`config.mk`:
```
export PLATFORM = sky130hd
export DESIGN_NAME = nbit_logic_pipe
export DESIGN_NICKNAME = d
export VERILOG_FILES = /design/src/rtl/alu_pkg.sv /design/src/rtl/nbit_logic_func.sv /design/src/rtl/nbit_logic_pipe.sv
export SDC_FILE = /design/constraint.sdc
export NUM_CORES = 1
export LEC_CHECK = 0
export BUFFER_PORTS_ARGS = -buffer_cell sky130_fd_sc_hd__buf_2
export CAP_MARGIN = 20
export CELL_PAD_IN_SITES_DETAIL_PLACEMENT = 1
export CELL_PAD_IN_SITES_GLOBAL_PLACEMENT = 1
export CORE_MARGIN = 1.5
export CORE_UTILIZATION = 42
export CTS_BUF_LIST = sky130_fd_sc_hd__clkbuf_4 sky130_fd_sc_hd__clkbuf_8 sky130_fd_sc_hd__clkbuf_16
export CTS_CLUSTER_SIZE = 10
export DETAILED_ROUTE_END_ITERATION = 6
export PLACE_DENSITY_LB_ADDON = 0.15
export SKIP_LAST_GASP = 1
export SYNTH_ARGS = -nofsm -noshare
export SYNTH_HDL_FRONTEND = slang
export SYNTH_SLANG_ARGS = --single-unit
export TNS_END_PERCENT = 20
```
`constraint.sdc`:
```
create_clock -name clk -period 2.8 [get_ports clk]
set_clock_uncertainty 0.15 [all_clocks]
set_input_delay 0.42 -clock clk [delete_from_list [all_inputs] [get_ports clk]]
set_output_delay 0.42 -clock clk [all_outputs]
set_load 0.02 [all_outputs]
```
`src/rtl/alu_pkg.sv`:
```
// Shared ALU definitions: opcode width and opcode encodings for the logic unit
// and the result mux that reuses it.
package alu_pkg;

    localparam int OP_W = 3;

    localparam logic [OP_W-1:0] OP_NOT  = 3'd0;
    localparam logic [OP_W-1:0] OP_AND  = 3'd1;
    localparam logic [OP_W-1:0] OP_OR   = 3'd2;
    localparam logic [OP_W-1:0] OP_NAND = 3'd3;
    localparam logic [OP_W-1:0] OP_NOR  = 3'd4;
    localparam logic [OP_W-1:0] OP_XOR  = 3'd5;
    localparam logic [OP_W-1:0] OP_XNOR = 3'd6;
    localparam logic [OP_W-1:0] OP_PASS = 3'd7;

endpackage

```
`src/rtl/nbit_logic_func.sv`:
```
// Stateless bitwise logic function selected by opcode; NOT and PASS use only in1.
module nbit_logic_func
    import alu_pkg::*;
#(
    parameter int WIDTH = 4
) (
    input  logic [OP_W-1:0]  op,
    input  logic [WIDTH-1:0] in1,
    input  logic [WIDTH-1:0] in2,
    output logic [WIDTH-1:0] res
);

    always_comb begin
        res = '0;
        case (op)
            OP_NOT:  res = ~in1;
            OP_AND:  res = in1 & in2;
            OP_OR:   res = in1 | in2;
            OP_NAND: res = ~(in1 & in2);
            OP_NOR:  res = ~(in1 | in2);
            OP_XOR:  res = in1 ^ in2;
            OP_XNOR: res = ~(in1 ^ in2);
            OP_PASS: res = in1;
            default: res = '0;
        endcase
    end

endmodule

```
`src/rtl/nbit_logic_pipe.sv`:
```
// Two-stage valid/ready logic unit: S1 holds operands, S2 holds the result with
// its zero/parity flags; also keeps a saturating count of delivered results.
module nbit_logic_pipe
    import alu_pkg::*;
#(
    parameter int WIDTH     = 4,
    parameter int CNT_WIDTH = 16
) (
    input  logic                 clk,
    input  logic                 rst,
    input  logic                 in_valid,
    output logic                 in_ready,
    input  logic [OP_W-1:0]      op,
    input  logic [WIDTH-1:0]     in1,
    input  logic [WIDTH-1:0]     in2,
    output logic                 out_valid,
    input  logic                 out_ready,
    output logic [WIDTH-1:0]     out,
    output logic                 zero,
    output logic                 parity,
    output logic [CNT_WIDTH-1:0] count
);

    logic                 s1_valid_reg;
    logic [OP_W-1:0]      s1_op_reg;
    logic [WIDTH-1:0]     s1_in1_reg;
    logic [WIDTH-1:0]     s1_in2_reg;
    logic                 s2_valid_reg;
    logic [WIDTH-1:0]     out_reg;
    logic                 zero_reg;
    logic                 parity_reg;
    logic [CNT_WIDTH-1:0] count_reg;

    logic             adv2;
    logic             in_xfer;
    logic             out_xfer;
    logic [WIDTH-1:0] func_res;

    // S2 can take the S1 beat when it is empty or draining this cycle.
    assign adv2     = s1_valid_reg && (!s2_valid_reg || out_ready);
    assign in_ready = !s1_valid_reg || adv2;
    assign in_xfer  = in_valid && in_ready;
    assign out_xfer = s2_valid_reg && out_ready;

    nbit_logic_func #(
        .WIDTH (WIDTH)
    ) u_func (
        .op  (s1_op_reg),
        .in1 (s1_in1_reg),
        .in2 (s1_in2_reg),
        .res (func_res)
    );

    always_ff @(posedge clk or posedge rst) begin
        if (rst) begin
            s1_valid_reg <= 1'b0;
            s1_op_reg    <= '0;
            s1_in1_reg   <= '0;
            s1_in2_reg   <= '0;
        end else if (in_xfer) begin
            s1_valid_reg <= 1'b1;
            s1_op_reg    <= op;
            s1_in1_reg   <= in1;
            s1_in2_reg   <= in2;
        end else if (adv2) begin
            s1_valid_reg <= 1'b0;
        end
    end

    // Result and flags load together so the flags always describe out.
    always_ff @(posedge clk or posedge rst) begin
        if (rst) begin
            s2_valid_reg <= 1'b0;
            out_reg      <= '0;
            zero_reg     <= 1'b1;
            parity_reg   <= 1'b0;
        end else if (adv2) begin
            s2_valid_reg <= 1'b1;
            out_reg      <= func_res;
            zero_reg     <= (func_res == '0);
            parity_reg   <= ^func_res;
        end else if (out_xfer) begin
            s2_valid_reg <= 1'b0;
        end
    end

    always_ff @(posedge clk or posedge rst) begin
        if (rst) begin
            count_reg <= '0;
        end else if (out_xfer && (count_reg != '1)) begin
            count_reg <= count_reg + 1'b1;
        end
    end

    assign out_valid = s2_valid_reg;
    assign out       = out_reg;
    assign zero      = zero_reg;
    assign parity    = parity_reg;
    assign count     = count_reg;

endmodule

```
# Word-level counts from Yosys, hierarchy flattened
# Index checks and enable logic that the tools add are counted.
# W data, S select, Z words.
[op_classes] add_sub_neg=1 eq_ne=8 n_mux=5 bitwise_logic=7 n_reduce_logical=13
[ops] operator="$pmux W4 S8" count=1
[ops] operator="$add A16 B1 Y16 const B" count=1
[ops] operator="$ne A16 B16 Y1 const B" count=1
[ops] operator="$not A4 Y4" count=4
[ops] operator="$eq A3 B3 Y1 const B" count=4
[ops] operator="$eq A3 B2 Y1 const B" count=2
[ops] operator="$and A4 B4 Y4" count=1
[ops] operator="$logic_and A1 B1 Y1" count=4
[ops] operator="$logic_not A4 Y1" count=1
[ops] operator="$mux W1" count=4
[ops] operator="$or A4 B4 Y4" count=1
[ops] operator="$reduce_bool A2 Y1" count=2
[ops] operator="$reduce_xor A4 Y1" count=1
[ops] operator="$xor A4 B4 Y4" count=1
[ops] operator="$eq A3 B1 Y1 const B" count=1
[ops] operator="$logic_not A3 Y1" count=1
[ops] operator="$logic_not A1 Y1" count=2
[ops] operator="$logic_or A1 B1 Y1" count=2
[word_totals] register_bits=35 inputBits=15 out_inout_bits=24 word_cells=43

# Depth between registers and ports, before layout
[depth] depth_word=6 ltp_mapped=9 mapped_depth_nobuf=9

# Cells and area by module
# A second synthesis with hierarchy kept.
[hier_totals] hier_cells=184 area_unflattened_um2=1978.1
[by_module_without_submodules] module="nbit_logic_pipe" n_inst=1 cells_per_inst=131 area_per_inst_um2=1541.5 seq_area_each_um2=877.1
[by_module_without_submodules] module="nbit_logic_func" n_inst=1 cells_per_inst=53 area_per_inst_um2=436.7 seq_area_each_um2=0.0

# Worst setup path after synthesis
# No wires, ideal clock.
[synth_timing] path_type="reg2reg" startpoint="reg s1_in1_reg[0]" endpoint="reg parity_reg (netlist: parity)" setup_time_ps=130 t_arrival_ps=1847 required_time_ps=2520 slack_ps=673 stages_incl_launch_ff=10 path_buffers=0 period_less_slack_ps=2127 path_cell_list="dfrtp_1 -> inv_1 -> ha_1 -> nand2b_1 -> nand3_1 -> a221oi_1 -> o21a_1 -> ha_1 -> xnor2_1 -> o21ai_0"
[synth_via] elab_chain_cells=4 word_cells_on_any_way=9 classes_between="1 x mux; 7 x bitwise; 1 x reduce/logical"
[synth_rtl] element="from (decl)" line="nbit_logic_pipe.sv:26" text="logic [WIDTH-1:0] s1_in1_reg;"
[synth_rtl] element="from (signal assigned)" line="nbit_logic_pipe.sv:63" text="s1_in1_reg <= in1;"
[synth_rtl] element="$xor A4 B4 Y4, or another cell as far along" line="nbit_logic_func.sv:21, nbit_logic_func.sv:22"
[synth_rtl] element="$not A4 Y4 (on tied branches)" line="nbit_logic_func.sv:22, nbit_logic_func.sv:19, nbit_logic_func.sv:20"
[synth_rtl] element="$pmux W4 S8 (*)" line="nbit_logic_func.sv:15" text="case (op)"
[synth_rtl] element="$reduce_xor A4 Y1 (*)" line="nbit_logic_pipe.sv:81" text="parity_reg <= ^func_res;"
[synth_rtl] element="to (signal assigned)" line="nbit_logic_pipe.sv:81"
[synth_rtl] element="to (decl)" line="nbit_logic_pipe.sv:31" text="logic parity_reg;"
# Every way passes the cells marked *; elsewhere a longest branch is shown, timed or not.
# A chain may end at the register's enable or synchronous reset.

# Worst setup path in the final report
# Ends and elaborated chain as after synthesis.

==> run metrics <==
status=finished clean; Post-Route WL=4340 µm; die height=between 70 and 80 µm; Mapped Nets=223; Setup CP Type=reg -> reg; max-cap violations=0; Netlist cell types=46; number of flip-flops in the largest register=16; post-layout util=0.5067; synth cell count leaders=dfrtp_1, nand2_1, inv_1, mux2_2; Initial Utilization=0.4344; adder-cell area share of the yosys netlist=0.06753; antenna violations before repair=0; leakage=around 0.0012 µW; Pins Over Slew Limit=0; Slew HR=0.5867; CTS tree=yes; CTS Hold Bufs=0; most frequent cell after synthesis=dfrtp_1; H-tree depth=2; core area=roughly 0.0047 mm²; largest cells by area after synthesis=dfrtp_1, ha_1, mux2_2; compound-cell area share of the yosys netlist=0.1056; CP Data Arrival Time=around 2300 ps; Total Routing Usage GR=0.1840; Final Cycle Share=0.8268; flop and latch count out of synthesis=35; drt drc=0; RSZ-0062 raised after global routing=no; Cell Area, Synth=0.002038 mm²; Vias/cell=5.401; Vias=1588; post-CTS setup buffers=0; DRT Pass-1 Iters=4; chip width=72.66 µm; total CTS buffers=5; largest net degree at the start of global routing=36; post-cts sizing count=0; vias in the first global route=1533; Mapped Cells=197; Worst Reg2Reg Path Length in Cells=9; global route overflow=0; Post-synth top flop=dfrtp_1; Clock Pin Slew Worst Setup and Hold Paths=70 ps; Die Area=0.005279 mm²; Critical Path End Type=register; area of the multi-input gates=0.001094 mm²; yosys warns=0; area share of the largest cell type after synthesis=0.4174; Wirelength per Cell=14.76 µm; CP required=roughly 2800 ps; deepest clock path buffer count=2; async set or reset register ratio after synthesis=1.000; Final setup viols=0; Seq/Total Area, Yosys=0.4303; Hold Vio Cnt, Final=0; FF+latch area=877.1 µm²; Port Buffer Count=38; antenna cell count=0; area grow syn2layout=16.64%; area leader, netlist=dfrtp_1; XOR/XNOR Fraction of Synth Area=0.06875; row cnt=25; EDFF count, synth=0; post-route ant nets=0; Simple-Gate Fraction of Synth Area=0.2056; largest family of logic cells by synthesized area=simple AND/OR/NAND/NOR gates; CTS Root Cell=clkbuf_8; type of the most critical hold path=in -> async; worst-path fanout max=5; Final Wtd Congestion=0.7675; Nets=265; global-route wire length before repair=about 7400 µm; Max VDD drop=0.4524 mV; drt first-iter violations=41; Syn Area/Cell=between 10 and 15 µm²; final setup TNS=0 ps; Sink Count=35; Worst-Skew Late Latency=280 ps; multiplexer share of the synthesized area=0.08901; I/O Pins=39; Highest Clock Rate=roughly 430 MHz; startpoint types=register; PwrDens=709.7 mW/mm²; FILL cells=554; Worst-Margin Slew=614.3 ps; DP Wirelength=around 3300 µm; Tmin final=2315 ps; layout cells sized above 1=0.2917
routing by layer:
| metal | vias up | wire (µm) | GRT usage |
|---|---|---|---|
| met3 | 4 | 152 | 0.05110 |
| li1 | 794 | - | - |
| met2 | 31 | 1786 | 0.2528 |
| met1 | 759 | 2335 | 0.2730 |
| met5 | - | 0 | 0 |
| met4 | 0 | 65 | 0.06918 |
final cells by class:
class | instances | area share
Clock buffer | 7 | 0.03526
Inverter | 12 | 0.01895
Sequential cell | 35 | 0.3689
Timing Repair Buffer | 40 | 0.08632
Multi-Input combinational cell | 145 | 0.4600
Tap cell | 54 | 0.02842
Clock inverter | 1 | 0.002105
cell families after synthesis:
family / after synthesis
flops: 35
xor+xnor: 16
buf+inv: 17
fa+ha+maj: 11
simple gates: 72
mux: 16
compound gates: 30
critical path, stage by stage, from the launching register on:
cell and delay, ps:
dfrtp_1 410, inv_1 60, ha_1 350, nand2b_1 120
nand3_1 120, a221oi_1 370, o21a_1 160, ha_1 230
xnor2_1 130, o21ai_0 80
power by group:
part           switching [µW]  internal, µW  total, µW
registers                 120           606        726
clock network             174           194        368
logic                     331           263        594
total                     624          1060       1690
layout by cell type (no fill, tap or decap), drive strengths merged, types with 2 or more instances in the layout:
| master | Yosys | layout |
|---|---|---|
| a31oi | 3 | 3 |
| nand2 | 15 | 15 |
| mux2i | 2 | 2 |
| nand4 | 6 | 6 |
| nor3 | 6 | 6 |
| clkbuf | 2 | 7 |
| buf | 3 | 40 |
| nor2b | 5 | 5 |
| nor2 | 7 | 7 |
| inv | 12 | 12 |
| o211ai | 2 | 2 |
| and4 | 2 | 2 |
| nand3 | 8 | 8 |
| o32ai | 2 | 2 |
| and3 | 3 | 3 |
| xor2 | 11 | 11 |
| a211oi | 5 | 5 |
| nor4 | 5 | 5 |
| mux2 | 14 | 14 |
| nor3b | 2 | 2 |
| a21oi | 3 | 3 |
| ha | 11 | 11 |
| o221ai | 2 | 2 |
| or2 | 3 | 3 |
| dfrtp | 34 | 34 |
| xnor2 | 5 | 5 |
| o21ai | 4 | 4 |
| nand2b | 5 | 5 |
| and2 | 3 | 3 |
metrics by stage:
step | worst slack [ps] | cells | cell area (µm²) | hold WS [ps] | power [µW]
detailed placement | 471.1 | 286 | 2288 | 295.2 | 1336
floorplan | 673.0 | 197 | 2038 | 337.1 | 1151
global placement | 534.7 | 286 | 2288 | 290.3 | 1316
finish | 484.9 | 294 | 2377 | 81.46 | 1687
global route | 283.4 | 294 | 2377 | 127.4 | 1819
CTS | 442.0 | 294 | 2377 | 90.26 | 1714
path summary, 6_finish.rpt:
check                                            to  slack, ps                       from
max                              parity$_DFFE_PP0P_        480  s1_in1_reg[0]$_DFFE_PP0P_
min                            count[0]$_DFFE_PP0P_         80                        rst
max reg2reg                      parity$_DFFE_PP0P_        480  s1_in1_reg[0]$_DFFE_PP0P_
min reg2reg                        zero$_DFFE_PP1P_        300           zero$_DFFE_PP1P_
max in group asynchronous          zero$_DFFE_PP1P_       2070                        rst
min in group clk           s1_valid_reg$_DFFE_PP0P_        180                   in_valid
Power figures use the tool's default switching activity.
